### src/rtl/scope_pkg.sv
// Shared constants, packer state type and sample slicing for the scope capture path.
// FRAME_CHECKSUM_EN adds the trailing checksum state to the packer state type.
package scope_pkg;

  localparam logic [7:0] FRAME_SYNC0 = 8'hA5;
  localparam logic [7:0] FRAME_SYNC1 = 8'h5A;

  typedef enum logic [3:0] {
    ST_IDLE    = 4'd0,
    ST_ARMED   = 4'd1,
    ST_CAPTURE = 4'd2,
    ST_HDR0    = 4'd3,
    ST_HDR1    = 4'd4,
    ST_LEN_HI  = 4'd5,
    ST_LEN_LO  = 4'd6,
    ST_DATA    = 4'd7
`ifdef FRAME_CHECKSUM_EN
    ,
    ST_CSUM    = 4'd8
`endif
  } packer_state_e;

  // Top byte of an ADC word of the given width (width >= 8).
  function automatic logic [7:0] sample_byte(input logic [31:0] raw, input int width);
    return 8'(raw >> (width - 32'sd8));
  endfunction

endpackage

### src/rtl/adc_frame_packer_if.sv
// Valid/ready byte stream from the frame packer to the UART transmitter.
interface adc_frame_packer_if;

  logic [7:0] tx_data;
  logic       tx_valid;
  logic       tx_ready;

  modport master (output tx_data, output tx_valid, input tx_ready);
  modport slave  (input tx_data, input tx_valid, output tx_ready);

endinterface

### src/rtl/sample_buffer.sv
// DEPTH x 8 simple dual-port sample store: one write port, registered read with 1-cycle latency.
module sample_buffer #(
  parameter int DEPTH = 256,
  parameter int AW    = $clog2(DEPTH)
) (
  input  logic          clk,
  input  logic          we_i,
  input  logic [AW-1:0] waddr_i,
  input  logic [7:0]    wdata_i,
  input  logic [AW-1:0] raddr_i,
  output logic [7:0]    rdata_o
);

  logic [7:0] mem_q [DEPTH];

  // Write port and registered read port; no reset so the array maps onto block RAM.
  always_ff @(posedge clk) begin
    if (we_i) begin
      mem_q[waddr_i] <= wdata_i;
    end
    rdata_o <= mem_q[raddr_i];
  end

endmodule

### src/rtl/adc_frame_packer.sv
// Arms, triggers and captures DEPTH ADC sample bytes, then streams them as a framed byte sequence.
// Define FRAME_CHECKSUM_EN to append an XOR checksum byte after the samples.
module adc_frame_packer #(
  parameter int ADC_WIDTH  = 8,
  parameter int DEPTH      = 256,
  parameter int TRIG_LEVEL = 128
) (
  input  logic                    clk,
  input  logic                    rst,
  input  logic                    arm,
  input  logic                    trig_force,
  input  logic [ADC_WIDTH-1:0]    adc_data,
  input  logic                    adc_valid,
  adc_frame_packer_if.master      tx_if,
  output logic                    busy,
  output logic                    frame_done
);

  import scope_pkg::*;

  localparam int          AW        = $clog2(DEPTH);
  localparam logic [AW-1:0] LAST_IDX = AW'(DEPTH - 1);
  localparam logic [15:0] DEPTH_W   = 16'(DEPTH);
  localparam logic [7:0]  TRIG_BYTE = 8'(TRIG_LEVEL);

  packer_state_e state_q;
  logic [7:0]    tx_data_q;
  logic          tx_valid_q;
  logic          busy_q;
  logic          frame_done_q;
  logic [AW-1:0] wr_ptr_q;
  logic [AW-1:0] rd_ptr_q;
  logic [7:0]    prev_sample_q;
  logic          prev_seen_q;
`ifdef FRAME_CHECKSUM_EN
  logic [7:0]    csum_q;
`endif

  logic [7:0]    samp_d;
  logic [7:0]    rd_data_d;
  logic          xfer_d;
  logic          trig_hit_d;
  logic          we_d;
  logic          rd_adv_d;
  logic [AW-1:0] rd_addr_d;

  assign samp_d = sample_byte(32'(adc_data), ADC_WIDTH);
  assign xfer_d = tx_valid_q && tx_if.tx_ready;

  // Trigger decision; a level crossing needs a previous sample taken in this arm cycle.
  always_comb begin
    trig_hit_d = 1'b0;
    if (trig_force) begin
      trig_hit_d = 1'b1;
    end else if (prev_seen_q && (prev_sample_q < TRIG_BYTE) && (samp_d >= TRIG_BYTE)) begin
      trig_hit_d = 1'b1;
    end else begin
      trig_hit_d = 1'b0;
    end
  end

  // Buffer write enable and read address; the read address runs one sample ahead of tx_data.
  always_comb begin
    we_d      = adc_valid && (((state_q == ST_ARMED) && trig_hit_d) || (state_q == ST_CAPTURE));
    rd_adv_d  = xfer_d && ((state_q == ST_LEN_LO) ||
                           ((state_q == ST_DATA) && (rd_ptr_q != {AW{1'b0}})));
    if (rd_adv_d) begin
      rd_addr_d = rd_ptr_q + AW'(1'b1);
    end else begin
      rd_addr_d = rd_ptr_q;
    end
  end

  sample_buffer #(.DEPTH(DEPTH), .AW(AW)) u_buf (
    .clk     (clk),
    .we_i    (we_d),
    .waddr_i (wr_ptr_q),
    .wdata_i (samp_d),
    .raddr_i (rd_addr_d),
    .rdata_o (rd_data_d)
  );

  // Packer FSM with registered stream outputs, pointers and trigger history.
  always_ff @(posedge clk or posedge rst) begin
    if (rst) begin
      state_q       <= ST_IDLE;
      tx_data_q     <= 8'h00;
      tx_valid_q    <= 1'b0;
      busy_q        <= 1'b0;
      frame_done_q  <= 1'b0;
      wr_ptr_q      <= {AW{1'b0}};
      rd_ptr_q      <= {AW{1'b0}};
      prev_sample_q <= 8'h00;
      prev_seen_q   <= 1'b0;
`ifdef FRAME_CHECKSUM_EN
      csum_q        <= 8'h00;
`endif
    end else begin
      frame_done_q <= 1'b0;
      if (rd_adv_d) begin
        rd_ptr_q <= rd_addr_d;
      end
`ifdef FRAME_CHECKSUM_EN
      if (xfer_d) begin
        csum_q <= csum_q ^ tx_data_q;
      end
`endif
      case (state_q)
        ST_IDLE: begin
          // An arm coinciding with the end-of-frame pulse is dropped.
          if (arm && !frame_done_q) begin
            state_q     <= ST_ARMED;
            busy_q      <= 1'b1;
            prev_seen_q <= 1'b0;
            wr_ptr_q    <= {AW{1'b0}};
          end
        end
        ST_ARMED: begin
          if (adc_valid) begin
            prev_sample_q <= samp_d;
            prev_seen_q   <= 1'b1;
            if (trig_hit_d) begin
              state_q  <= ST_CAPTURE;
              wr_ptr_q <= wr_ptr_q + AW'(1'b1);
            end
          end
        end
        ST_CAPTURE: begin
          if (adc_valid) begin
            wr_ptr_q <= wr_ptr_q + AW'(1'b1);
            if (wr_ptr_q == LAST_IDX) begin
              state_q    <= ST_HDR0;
              tx_valid_q <= 1'b1;
              tx_data_q  <= FRAME_SYNC0;
`ifdef FRAME_CHECKSUM_EN
              csum_q     <= 8'h00;
`endif
            end
          end
        end
        ST_HDR0: begin
          if (xfer_d) begin
            state_q   <= ST_HDR1;
            tx_data_q <= FRAME_SYNC1;
          end
        end
        ST_HDR1: begin
          if (xfer_d) begin
            state_q   <= ST_LEN_HI;
            tx_data_q <= DEPTH_W[15:8];
          end
        end
        ST_LEN_HI: begin
          if (xfer_d) begin
            state_q   <= ST_LEN_LO;
            tx_data_q <= DEPTH_W[7:0];
          end
        end
        ST_LEN_LO: begin
          if (xfer_d) begin
            state_q   <= ST_DATA;
            tx_data_q <= rd_data_d;
          end
        end
        ST_DATA: begin
          // rd_ptr_q wraps to zero once the last sample is on tx_data.
          if (xfer_d) begin
            if (rd_ptr_q != {AW{1'b0}}) begin
              tx_data_q <= rd_data_d;
            end else begin
`ifdef FRAME_CHECKSUM_EN
              state_q   <= ST_CSUM;
              tx_data_q <= csum_q ^ tx_data_q;
`else
              state_q      <= ST_IDLE;
              tx_valid_q   <= 1'b0;
              tx_data_q    <= 8'h00;
              busy_q       <= 1'b0;
              frame_done_q <= 1'b1;
`endif
            end
          end
        end
`ifdef FRAME_CHECKSUM_EN
        ST_CSUM: begin
          if (xfer_d) begin
            state_q      <= ST_IDLE;
            tx_valid_q   <= 1'b0;
            tx_data_q    <= 8'h00;
            busy_q       <= 1'b0;
            frame_done_q <= 1'b1;
          end
        end
`endif
        default: begin
          state_q    <= ST_IDLE;
          tx_valid_q <= 1'b0;
          tx_data_q  <= 8'h00;
          busy_q     <= 1'b0;
        end
      endcase
    end
  end

  assign tx_if.tx_data  = tx_data_q;
  assign tx_if.tx_valid = tx_valid_q;
  assign busy           = busy_q;
  assign frame_done     = frame_done_q;

endmodule
### src/flat_wrapper.sv
// flat-port wrapper written by rule: the top's interface ports become plain ports
module adc_frame_packer_flat import scope_pkg::*;
#(
  parameter int ADC_WIDTH  = 8,
  parameter int DEPTH      = 256,
  parameter int TRIG_LEVEL = 128
)
  (clk, rst, arm, trig_force, adc_data, adc_valid, busy, frame_done, tx_if_tx_data, tx_if_tx_valid, tx_if_tx_ready);
  adc_frame_packer_if tx_if_i ();
  input  logic clk;
  input  logic rst;
  input  logic arm;
  input  logic trig_force;
  input  logic [ADC_WIDTH-1:0] adc_data;
  input  logic adc_valid;
  output logic busy;
  output logic frame_done;
  output wire logic [$bits(tx_if_i.tx_data)-1:0] tx_if_tx_data;
  output wire logic [$bits(tx_if_i.tx_valid)-1:0] tx_if_tx_valid;
  input wire logic [$bits(tx_if_i.tx_ready)-1:0] tx_if_tx_ready;
  assign tx_if_tx_data = tx_if_i.tx_data;
  assign tx_if_tx_valid = tx_if_i.tx_valid;
  assign tx_if_i.tx_ready = tx_if_tx_ready;
  adc_frame_packer #(.ADC_WIDTH(ADC_WIDTH), .DEPTH(DEPTH), .TRIG_LEVEL(TRIG_LEVEL)) u_core (.clk(clk), .rst(rst), .arm(arm), .trig_force(trig_force), .adc_data(adc_data), .adc_valid(adc_valid), .tx_if(tx_if_i), .busy(busy), .frame_done(frame_done));
endmodule
### config.mk
export PLATFORM = sky130hd
export DESIGN_NAME = adc_frame_packer_flat
export DESIGN_NICKNAME = d
export VERILOG_FILES = /design/src/rtl/scope_pkg.sv /design/src/rtl/adc_frame_packer_if.sv /design/src/rtl/sample_buffer.sv /design/src/rtl/adc_frame_packer.sv /design/src/flat_wrapper.sv
export SDC_FILE = /design/constraint.sdc
export NUM_CORES = 2
export LEC_CHECK = 0
export ABC_AREA = 1
export BUFFER_PORTS_ARGS = -buffer_cell sky130_fd_sc_hd__buf_2
export CELL_PAD_IN_SITES_DETAIL_PLACEMENT = 0
export CELL_PAD_IN_SITES_GLOBAL_PLACEMENT = 1
export CORE_MARGIN = 4
export CORE_UTILIZATION = 29
export DETAILED_ROUTE_END_ITERATION = 8
export PLACE_DENSITY_LB_ADDON = 0.1
export SYNTH_ARGS = -nofsm -noshare
export SYNTH_HDL_FRONTEND = slang
export SYNTH_HIERARCHICAL = 1
export SYNTH_SLANG_ARGS = --single-unit
### constraint.sdc
create_clock -name clk -period 8.9 [get_ports clk]
set_clock_uncertainty 0.1 [all_clocks]
set_input_delay 1.78 -clock clk [delete_from_list [all_inputs] [get_ports clk]]
set_output_delay 1.78 -clock clk [all_outputs]
set_load 0.005 [all_outputs]
==> impl_metrics.py <==
metrics = {
    "die": {
        "start_util": 0.292,
        "die_h_microns": 550,
        "die_x_microns": 550,
        "core_area_sq_um": 292000,
        "rows": 198,
        "ios": 25,
        "die_area_sq_um": 303000,
    },
    "cts": {
        "cts_tree": "built",
        "clockBufferDepth": 4,
        "cts-buffers-inserted": 242,
        "cts.clk_slew.worst_paths_ns": 0.06,
        "cts.sinks": 2088,
        "clock_latency_ns": 0.88,
        "ctsResizeCount": 0,
        "holdBufCountCts": 0,
        "cts_setup_buffers": 0,
        "cts_root_buf": "clkbuf_16",
        "h-tree-depth": 4,
    },
    "yosys": {
        "ys_ff_latch": 2088,
        "synth_area_sq_um": 85300,
        "synth.yosys.seq_area_share": 0.732,
        "synth.net_count": 7275,
        "synth.avg_cell_area_sq_um": 11.7,
        "yosysWarnings": 6,
        "postSynthCellCount": 7258,
        "ys_types": 33,
    },
    "power_and_ir_drop": {
        "p_int_mw": 19.1,
        "pwr-share-comb": 0.359,
        "seq_power_share": 0.342,
        "clkPwrFrac": 0.299,
        "irDropWorstVdd_mv": 0.431,
        "swShare": 0.404,
        "p_leak_nw": 32.8,
        "switching_power_mw": 13.0,
        "power.density_nw_per_um2": 333,
    },
    "final_layout": {
        "fin_nets": 7145,
        "n_fill_cell": 29300,
        "drive_gt1_frac": 0.0662,
        "stdcell_area_sq_um": 96500,
        "area_delta_synth_final_pct": 13.2,
    },
    "route": {
        "wl_microns": 290000,
        "ant_nets": 0,
        "dr_total_vias": 55100,
        "wire_per_inst_microns": 25.8,
        "viasPerCell": 4.91,
        "dr.pass1.iters": 6,
        "drc": 0,
        "drtIter0Drc": 4699,
    },
    "sta": {
        "fmax_ghz": 0.166,
        "tns_ns": 0,
        "setup_viol": 0,
        "setup_ws_ns": 2.87,
        "rsz0062_at_grt": "no",
        "worst_slew_pin_slew_ns": 1.36,
        "relSlewSlack": 0.0917,
        "finalCriticalPeriod_ns": 6.03,
        "final_max_slew_viol_count": 0,
        "hold_viol_final": 0,
        "final.period_utilization": 0.677,
    },
    "job": {
        "cap_viol_max_count": 0,
    },
    "global_routing": {
        "gr-total-overflow": 0,
        "grt_pass1_vias": 53300,
        "grt_max_degree": 227,
        "antenna_found_initial": 12,
        "grt_pass1_wl_microns": 414000,
        "grtUsageTotal": 0.187,
    },
    "critical_path": {
        "path_buf_inv": 4,
        "crit_top_cell": "nand2_1",
        "startpoint_type": "flop",
        "worstPathMaxFanout": 137,
        "critPathArrivalTime_ns": 6.68,
        "crit_type": "reg2reg",
        "end_kind": "flop",
        "critPathRequiredTime_ns": 9.56,
        "cpMaxStageDelayCell": "buf_4",
        "crit_chain": "inv_1 > ha_1 > nand2_1 > nor2_1 > nand2_1 > nand2_1 > nand2_4 > nand2_2 > inv_2 > nand2_1 > o21ai_4 > buf_12 > buf_4 > nand3_1 > nand3_1 > nand3_1 > nand3_1 > nand3_1 > nand3_1 > nand2_1 > nand2_1 > nand2_1",
        "cp_top_family": "simple AND/OR/NAND/NOR gates",
        "slowest_delay_ns": 0.78,
    },
    "placement": {
        "gp_congestion": 0.764,
        "hpwl_microns": 159000,
        "port_buffers": 24,
        "dp_slack_ns": 2.06,
        "placed_area_sq_um": 89000,
    },
    "min_path": {
        "hold_class": "reg2reg",
    },
    "outcome": {
        "run_status": "finished clean",
    },
}
tightest hold or removal path, delay by kind of cell, from the launching register on:
| family | cells | cell delay [ns] |
|---|---|---|
| flops | 1 | 0.35 |
| simple gates | 2 | 0.11 |
placed cells by master, fill, tap and decap left out, types with 9 or more instances in the layout:
| cell type | instances |
|---|---|
| nor2_1 | 303 |
| edfxtp_1 | 2048 |
| o21ai_0 | 16 |
| buf_2 | 16 |
| nand3_1 | 2034 |
| bufinv_16 | 16 |
| clkinv_2 | 49 |
| nand2_1 | 2179 |
| nand2_2 | 17 |
| o21ai_1 | 9 |
| clkinv_1 | 51 |
| nand4_1 | 9 |
| clkbuf_1 | 63 |
| buf_12 | 22 |
| dfrtp_1 | 32 |
| inv_1 | 61 |
| xor2_1 | 9 |
| buf_4 | 69 |
| clkbuf_16 | 243 |
cells in the mapped netlist, drive strengths merged:
cell type	number	area, sq um
edfxtp	2048	61500
nand3	2035	10200
nor3	4	20.0
o41ai	1	8.76
nand3b	1	7.51
clkbuf	112	420
dfrtp	32	801
nor2	307	1170
ha	3	37.5
xor2	10	87.6
buf	377	2070
nand2	2198	8260
nand4	9	56.3
or2	2	12.5
a21o	1	7.51
dfxtp	8	160
o21ai	32	164
o211a	1	10.0
a21oi	8	40.0
inv	69	262
layout make-up:
cell class / instances / area [sq um] / area share
Antenna cell: 3 / 7.51 / 0.0000778
Clock buffer: 312 / 6400 / 0.0663
Clock inverter: 132 / 1120 / 0.0117
Inverter: 69 / 299 / 0.00310
Multi-Input combinational cell: 4612 / 20200 / 0.209
Sequential cell: 2088 / 62500 / 0.647
Tap cell: 3900 / 4880 / 0.0506
Timing Repair Buffer: 115 / 1160 / 0.0120
power groups by stage:
stage          clock network, mW  registers [mW]  logic [mW]
2_1_floorplan                  0            11.1        7.02
3_3_place_gp                   0            11.2        11.9
3_5_place_dp                   0            11.2        11.8
4_1_cts                     9.89            11.0        11.8
5_1_grt                     10.3            11.0        12.6
6_report                    9.59            11.0        11.5
registers in the layout (all words and copies together) (netlist names):
register	count
u_core/busy	1
u_core/frame_done	1
u_core/prev_sample_q	1
u_core/prev_seen_q	1
u_core/rd_ptr_q	8
u_core/state_q	3
u_core/tx_if.tx_data	8
u_core/tx_if.tx_valid	1
u_core/u_buf/mem_q	2048
u_core/u_buf/rdata_o	8
u_core/wr_ptr_q	8
worst paths after layout:
kind / start / cells past startpoint / end / slack, ns
min reg2reg: u_core/tx_if.tx_data[0] / 2 / u_core/tx_if.tx_data[0] / 0.38
max in group asynchronous: rst / 3 / u_core/wr_ptr_q[0] / 7.42
max reg2reg: u_core/rd_ptr_q[0] / 22 / u_core/u_buf/rdata_o[1] / 2.87
min in group asynchronous: rst / 3 / u_core/tx_if.tx_data[7] / 0.91
max: u_core/rd_ptr_q[0] / 22 / u_core/u_buf/rdata_o[1] / 2.87
min: u_core/tx_if.tx_data[0] / 2 / u_core/tx_if.tx_data[0] / 0.38
through the flow:
stage               hold WS, ns  std cells   util  total power, mW
detailed placement        0.377      10800  0.305             22.9
global placement          0.372      10800  0.305             23.0
finish                    0.385      11200  0.331             32.1
CTS                       0.391      11200  0.331             32.6
floorplan                 0.370       7258      -             18.1
global route              0.413      11200  0.331             33.9
routing by layer:
layer,track usage,routed length [microns]
met2,0.296,134000
met5,0,0
met1,0.274,138000
met3,0.0248,12200
met4,0.0394,6120
cells by family (layout without fill, tap and decap cells):
| family | count (synthesis) | count (layout) | share of synthesized area |
|---|---|---|---|
| flops | 2088 | 2088 | 0.732 |
| compound gates | 43 | 43 | 0.00270 |
| fa+ha+maj | 3 | 3 | 0.000440 |
| simple gates | 4556 | 4556 | 0.231 |
| xor+xnor | 10 | 10 | 0.00103 |
| other cells | 0 | 3 | 0 |
| buf+inv | 558 | 628 | 0.0323 |
No activity file was read; power rests on OpenSTA's default activity.
